File: src/rtl/regfile_mp.sv
// regfile_mp: parametrised multi-port integer register file with a per-register
// busy scoreboard for RAW hazard detection in a dual-issue decode/writeback path.
//
// Optional feature macro: REGFILE_MP_BYPASS_EN
//   defined   -> same-cycle write-to-read forwarding on every read port
//   undefined -> reads return stored state only
//
// Ports:
//   clk          clock, all state updates on rising edge
//   rst_n        synchronous active-low reset (clears data and busy bits)
//   raddr        NUM_READ read addresses, port i at [i*AW +: AW]
//   rdata        NUM_READ combinational read data, port i at [i*XLEN +: XLEN]
//   rbusy        busy flag of the register addressed by each read port
//   we/waddr/wdata  NUM_WRITE synchronous write ports (highest port wins)
//   issue_valid  mark issue_rd pending (busy) at the next edge
//   issue_rd     destination register being issued
//   flush        clear all busy bits
//   any_busy     OR of all stored busy bits
module regfile_mp #(
  parameter  int unsigned XLEN      = 32,
  parameter  int unsigned NREGS     = 32,
  parameter  int unsigned NUM_READ  = 2,
  parameter  int unsigned NUM_WRITE = 1,
  localparam int unsigned AW        = $clog2(NREGS)
) (
  input  logic                      clk,
  input  logic                      rst_n,
  input  logic [NUM_READ*AW-1:0]    raddr,
  output logic [NUM_READ*XLEN-1:0]  rdata,
  output logic [NUM_READ-1:0]       rbusy,
  input  logic [NUM_WRITE-1:0]      we,
  input  logic [NUM_WRITE*AW-1:0]   waddr,
  input  logic [NUM_WRITE*XLEN-1:0] wdata,
  input  logic                      issue_valid,
  input  logic [AW-1:0]             issue_rd,
  input  logic                      flush,
  output logic                      any_busy
);

  logic [XLEN-1:0]  regs_q [NREGS];
  logic [XLEN-1:0]  regs_d [NREGS];
  logic [NREGS-1:0] busy_q;
  logic [NREGS-1:0] busy_d;

  // Data next-state: later write ports overwrite earlier ones, x0 stays zero.
  always_comb begin
    regs_d = regs_q;
    for (int unsigned j = 0; j < NUM_WRITE; j++) begin
      if (we[j] && (waddr[j*AW +: AW] != '0)) begin
        regs_d[waddr[j*AW +: AW]] = wdata[j*XLEN +: XLEN];
      end
    end
    regs_d[0] = '0;
  end

  // Busy next-state: writeback clears, issue sets (new producer wins), flush clears all.
  always_comb begin
    busy_d = busy_q;
    for (int unsigned j = 0; j < NUM_WRITE; j++) begin
      if (we[j] && (waddr[j*AW +: AW] != '0)) begin
        busy_d[waddr[j*AW +: AW]] = 1'b0;
      end
    end
    if (issue_valid && (issue_rd != '0)) begin
      busy_d[issue_rd] = 1'b1;
    end
    if (flush) begin
      busy_d = '0;
    end
    busy_d[0] = 1'b0;
  end

  // State registers; reset discards any write, issue or flush of the same cycle.
  always_ff @(posedge clk) begin
    if (!rst_n) begin
      for (int unsigned r = 0; r < NREGS; r++) begin
        regs_q[r] <= '0;
      end
      busy_q <= '0;
    end else begin
      regs_q <= regs_d;
      busy_q <= busy_d;
    end
  end

  // Combinational read ports.
  always_comb begin
    rdata = '0;
    rbusy = '0;
    for (int unsigned i = 0; i < NUM_READ; i++) begin
      rdata[i*XLEN +: XLEN] = regs_q[raddr[i*AW +: AW]];
      rbusy[i]              = busy_q[raddr[i*AW +: AW]];
      if (raddr[i*AW +: AW] == '0) begin
        rdata[i*XLEN +: XLEN] = '0;
        rbusy[i]              = 1'b0;
      end
`ifdef REGFILE_MP_BYPASS_EN
      // Forward same-cycle write data; ascending loop lets the highest port win.
      for (int unsigned j = 0; j < NUM_WRITE; j++) begin
        if (we[j] && (waddr[j*AW +: AW] == raddr[i*AW +: AW]) &&
            (raddr[i*AW +: AW] != '0)) begin
          rdata[i*XLEN +: XLEN] = wdata[j*XLEN +: XLEN];
          rbusy[i]              = issue_valid && (issue_rd == raddr[i*AW +: AW]);
        end
      end
`endif
    end
  end

  assign any_busy = |busy_q;

endmodule

File: config.mk
export PLATFORM = sky130hd
export DESIGN_NAME = regfile_mp
export DESIGN_NICKNAME = d
export VERILOG_FILES = /design/src/rtl/regfile_mp.sv
export SDC_FILE = /design/constraint.sdc
export NUM_CORES = 2
export LEC_CHECK = 0
export ABC_CLOCK_PERIOD_IN_PS = 2500
export CAP_MARGIN = 10
export CORE_MARGIN = 2
export CORE_UTILIZATION = 45
export DETAILED_ROUTE_END_ITERATION = 8
export GPL_TIMING_DRIVEN = 0
export SETUP_SLACK_MARGIN = 0.3
export SYNTH_ARGS = -nofsm -noshare
export SYNTH_HDL_FRONTEND = slang
export SYNTH_SLANG_ARGS = --single-unit
File: constraint.sdc
create_clock -name clk -period 2.5 [get_ports clk]
set_input_delay 0.5 -clock clk [delete_from_list [all_inputs] [get_ports clk]]
set_output_delay 0.5 -clock clk [all_outputs]
set_load 0.1 [all_outputs]
==> reports/summary.json <==
{
  "status": {
    "status": "finished, violations left",
    "violations": "max-capacitance violations, max-slew violations, negative setup slack"
  },
  "worst_setup_path": {
    "required_ps": 2000,
    "data_arrival_time_of_the_worst_path_ps": 3200,
    "setup_slack_on_the_worst_flop_to_flop_path_ps": 1640,
    "worst-setup-path-type": "primary input to output pin",
    "end_kind": "output pin",
    "critical_path.startpoint_type": "primary input",
    "path_max_fanout": 10
  },
  "route": {
    "drt_drc_violations_left": 0,
    "total_routed_wirelength_um": 345800,
    "final_antenna_net_count": 0,
    "drt-vias-per-instance": 6.784,
    "detail_route.iter0.violations": 10250,
    "dr_total_vias": 56560,
    "drt_pass1_iterations": 8,
    "wire_per_inst_um": 41.48
  },
  "yosys": {
    "synthesis.nets": 6224,
    "syn-cell-area_sq_mm": 0.05479,
    "proportion_of_synthesized_chip_area_in_sequential_cells_pct": 37.38,
    "postSynth.asyncResetShare_pct": 0,
    "synthDistinctLibCells": 49,
    "synth_seq_cells": 1023,
    "synth_warnings": 0,
    "synthesis.area_per_instance_sq_um": 8.884,
    "synthesized_netlist_cell_count": 6167,
    "synth_ff_type": "dfxtp_1",
    "synth_edf_count": 0
  },
  "layout": {
    "post_route_cells_drive_above_1_share_pct": 26.31,
    "final_area_sq_mm": 0.07044,
    "syn_to_final_growth_pct": 28.56,
    "finalNetCount": 6658,
    "post_layout_nonfiller_instances": 8337
  },
  "power": {
    "total_leakage_power_nw": 23.64,
    "max-vdd-ir-drop_uv": 566.8,
    "power.density_mw_per_mm2": 603.1
  },
  "die": {
    "top_level_ports": 124,
    "die_height_um": 352.9,
    "die_area_sq_mm": 0.1246,
    "floorplan.rows": 128,
    "floorplan.initialDensity_pct": 45.19,
    "fp.coreArea_sq_mm": 0.1212,
    "chipWidth_um": 352.9
  },
  "placement": {
    "numPlacedInstances": 7927,
    "gp_routability_congestion": 1.082,
    "placement_setup_slack_ps": -3191,
    "dp_hpwl_um": 250900,
    "total_placed_instance_area_sq_mm": 0.05967,
    "placement.io_buffers": 116
  },
  "timing": {
    "timing.max_slew.rel_slack_pct": -0.4842,
    "maxClockFrequency_mhz": 270.0,
    "timing.clock.skew_ps": 0,
    "rsz_0062_raised_after_global_routing": "true",
    "layout_worst_path_cycle_share_pct": 148.1,
    "final.setup.worst_slack_ps": -1203,
    "timing.final.max_slew_violations": 11,
    "setup_viol_count_final": 67,
    "tightest_slew_ps": 1507,
    "finalHoldWorstSlack_ps": 471.6,
    "minimum_clock_period_ps": 3703,
    "final-hold-violation-count": 0,
    "finalSetupTns_ps": -58160
  },
  "cts": {
    "clock_insertion_delay_worst_skew_ps": 790,
    "tritoncts_clock_tree": "yes",
    "cts-root-buf": "clkbuf_16",
    "cts_buffer_depth": 3,
    "cts_max_level": 3,
    "cts_clock_pin_slew_for_the_worst_setup_and_hold_paths_ps": 60,
    "numClockSinks": 1023,
    "cts_inserted_buffers": 118
  },
  "job": {
    "maxCapViolations": 1
  },
  "global_route": {
    "overflow_left_after_global_routing": 0,
    "grt_pass1_wl_um": 454200,
    "grt_max_degree": 17,
    "grt_use_total_pct": 53.96,
    "grt_antenna_before_repair": 27,
    "number_of_global_route_vias_before_repair": 50890
  },
  "hold_path": {
    "min-delay-path-class": "flip-flop to flip-flop"
  }
}
==> cell usage after synthesis (15+ instances only) <==
master	count	area, sq um
buf_2	94	470.5
nand2b_1	20	125.1
nor2_1	106	397.9
nand3_1	39	195.2
clkbuf_1	481	1805
a21oi_1	108	540.5
a211oi_1	15	112.6
mux4_2	428	9639
a22oi_1	31	232.7
o21ai_0	35	175.2
buf_1	15	56.30
nand2_1	2196	8243
buf_4	26	195.2
nor3_1	49	245.2
a221oi_1	64	560.5
mux2i_1	138	1381
dfxtp_1	1023	20480
mux2_2	71	799.5
o211ai_1	32	240.2
nor2b_1	84	525.5
a21boi_0	981	7365
==> power by group <==
group | leakage, nW | internal, mW | switching [mW] | total (mW)
logic | 13.3 | 2.18 | 4.63 | 6.80
registers | 8.28 | 16.4 | 0.106 | 16.5
clock network | 2.05 | 11.1 | 8.01 | 19.2
==> cells by family after synthesis <==
group	count (synthesis)	synth area share (%)
and+or+nand+nor	2529	18.22
muxes	637	21.57
AOI/OAI and AO/OA	1350	18.05
DFF	1023	37.38
buffers and inverters	628	4.778
==> critical path, cell delays in order <==
cell	delay [ps]
buf_16	150
buf_12	190
buf_16	190
buf_12	180
mux4_2	460
nand2_1	120
nand2_1	60
o211ai_1	790
o21ai_4	240
buf_12	250
==> path summary, 6_finish.rpt <==
path,startpoint,depth (start not counted),endpoint
setup / recovery,raddr[6],10,rdata[50]
hold / removal,regs_q[184],2,regs_q[184]
setup reg to reg,busy_q[18],2,busy_q[18]
hold reg to reg,regs_q[184],2,regs_q[184]
==> metal layers <==
layer	global-route usage (%)	up-vias	part of all wire [%]
met5	1.132	-	0.054
met4	38.38	28	9.3
met3	29.59	1259	18
met2	70.37	5075	37
met1	66.49	27830	35
li1	-	22360	-
==> per-stage QoR <==
| stage | util, % | power (mW) |
|---|---|---|
| 2_1_floorplan | - | 19.68 |
| 4_1_cts | 57.19 | 41.64 |
| 3_3_place_gp | 48.97 | 22.13 |
| 5_1_grt | 58.07 | 42.72 |
| 6_report | 58.10 | 42.48 |
| 3_5_place_dp | 49.22 | 22.18 |
==> flip-flops by register name (all words and copies together) (netlist names) <==
signal,count
busy_q,31
regs_q,992
==> layout by cell type, fill, tap and decap left out, types with 33 or more instances in the layout <==
| cell type | instances |
|---|---|
| clkbuf_1 | 272 |
| nor2_1 | 79 |
| buf_4 | 120 |
| mux2i_1 | 93 |
| o21ai_4 | 33 |
| clkbuf_16 | 124 |
| buf_6 | 63 |
| buf_12 | 133 |
| nand2_1 | 2143 |
| a21oi_1 | 72 |
| clkbuf_2 | 163 |
| nand2_2 | 46 |
| nor2b_1 | 71 |
| mux2_2 | 69 |
| dfxtp_2 | 61 |
| a21boi_0 | 981 |
| mux4_2 | 428 |
| clkbuf_4 | 45 |
| dfxtp_1 | 960 |
| buf_16 | 45 |
| nand3_1 | 36 |
| clkbuf_8 | 40 |
| clkdlybuf4s50_1 | 40 |
==> layout make-up <==
type                       count  area (sq um)
clock inverter                50         729.5
fill                       10800         50800
antenna                       15         37.54
inverter                       6         25.02
sequential                  1023         20560
tap                         1625          2033
timing repair buffer         315          4302
clock buffer                 166          3416
buffer                       621          4662
multi-input combinational   4516         34670
==> what timing repair did <==
item | in CTS | in global routing
gates cloned | 8 | 1
setup buffers | 126 | 43
pin swaps | 90 | 75
hold buffers | 0 | 0
gates resized for setup | 1472 | 171
hold endpoints to repair | 0 | 0
endpoints found under the setup margin | 1077 | 955
No activity file was read; power rests on OpenSTA's default activity.
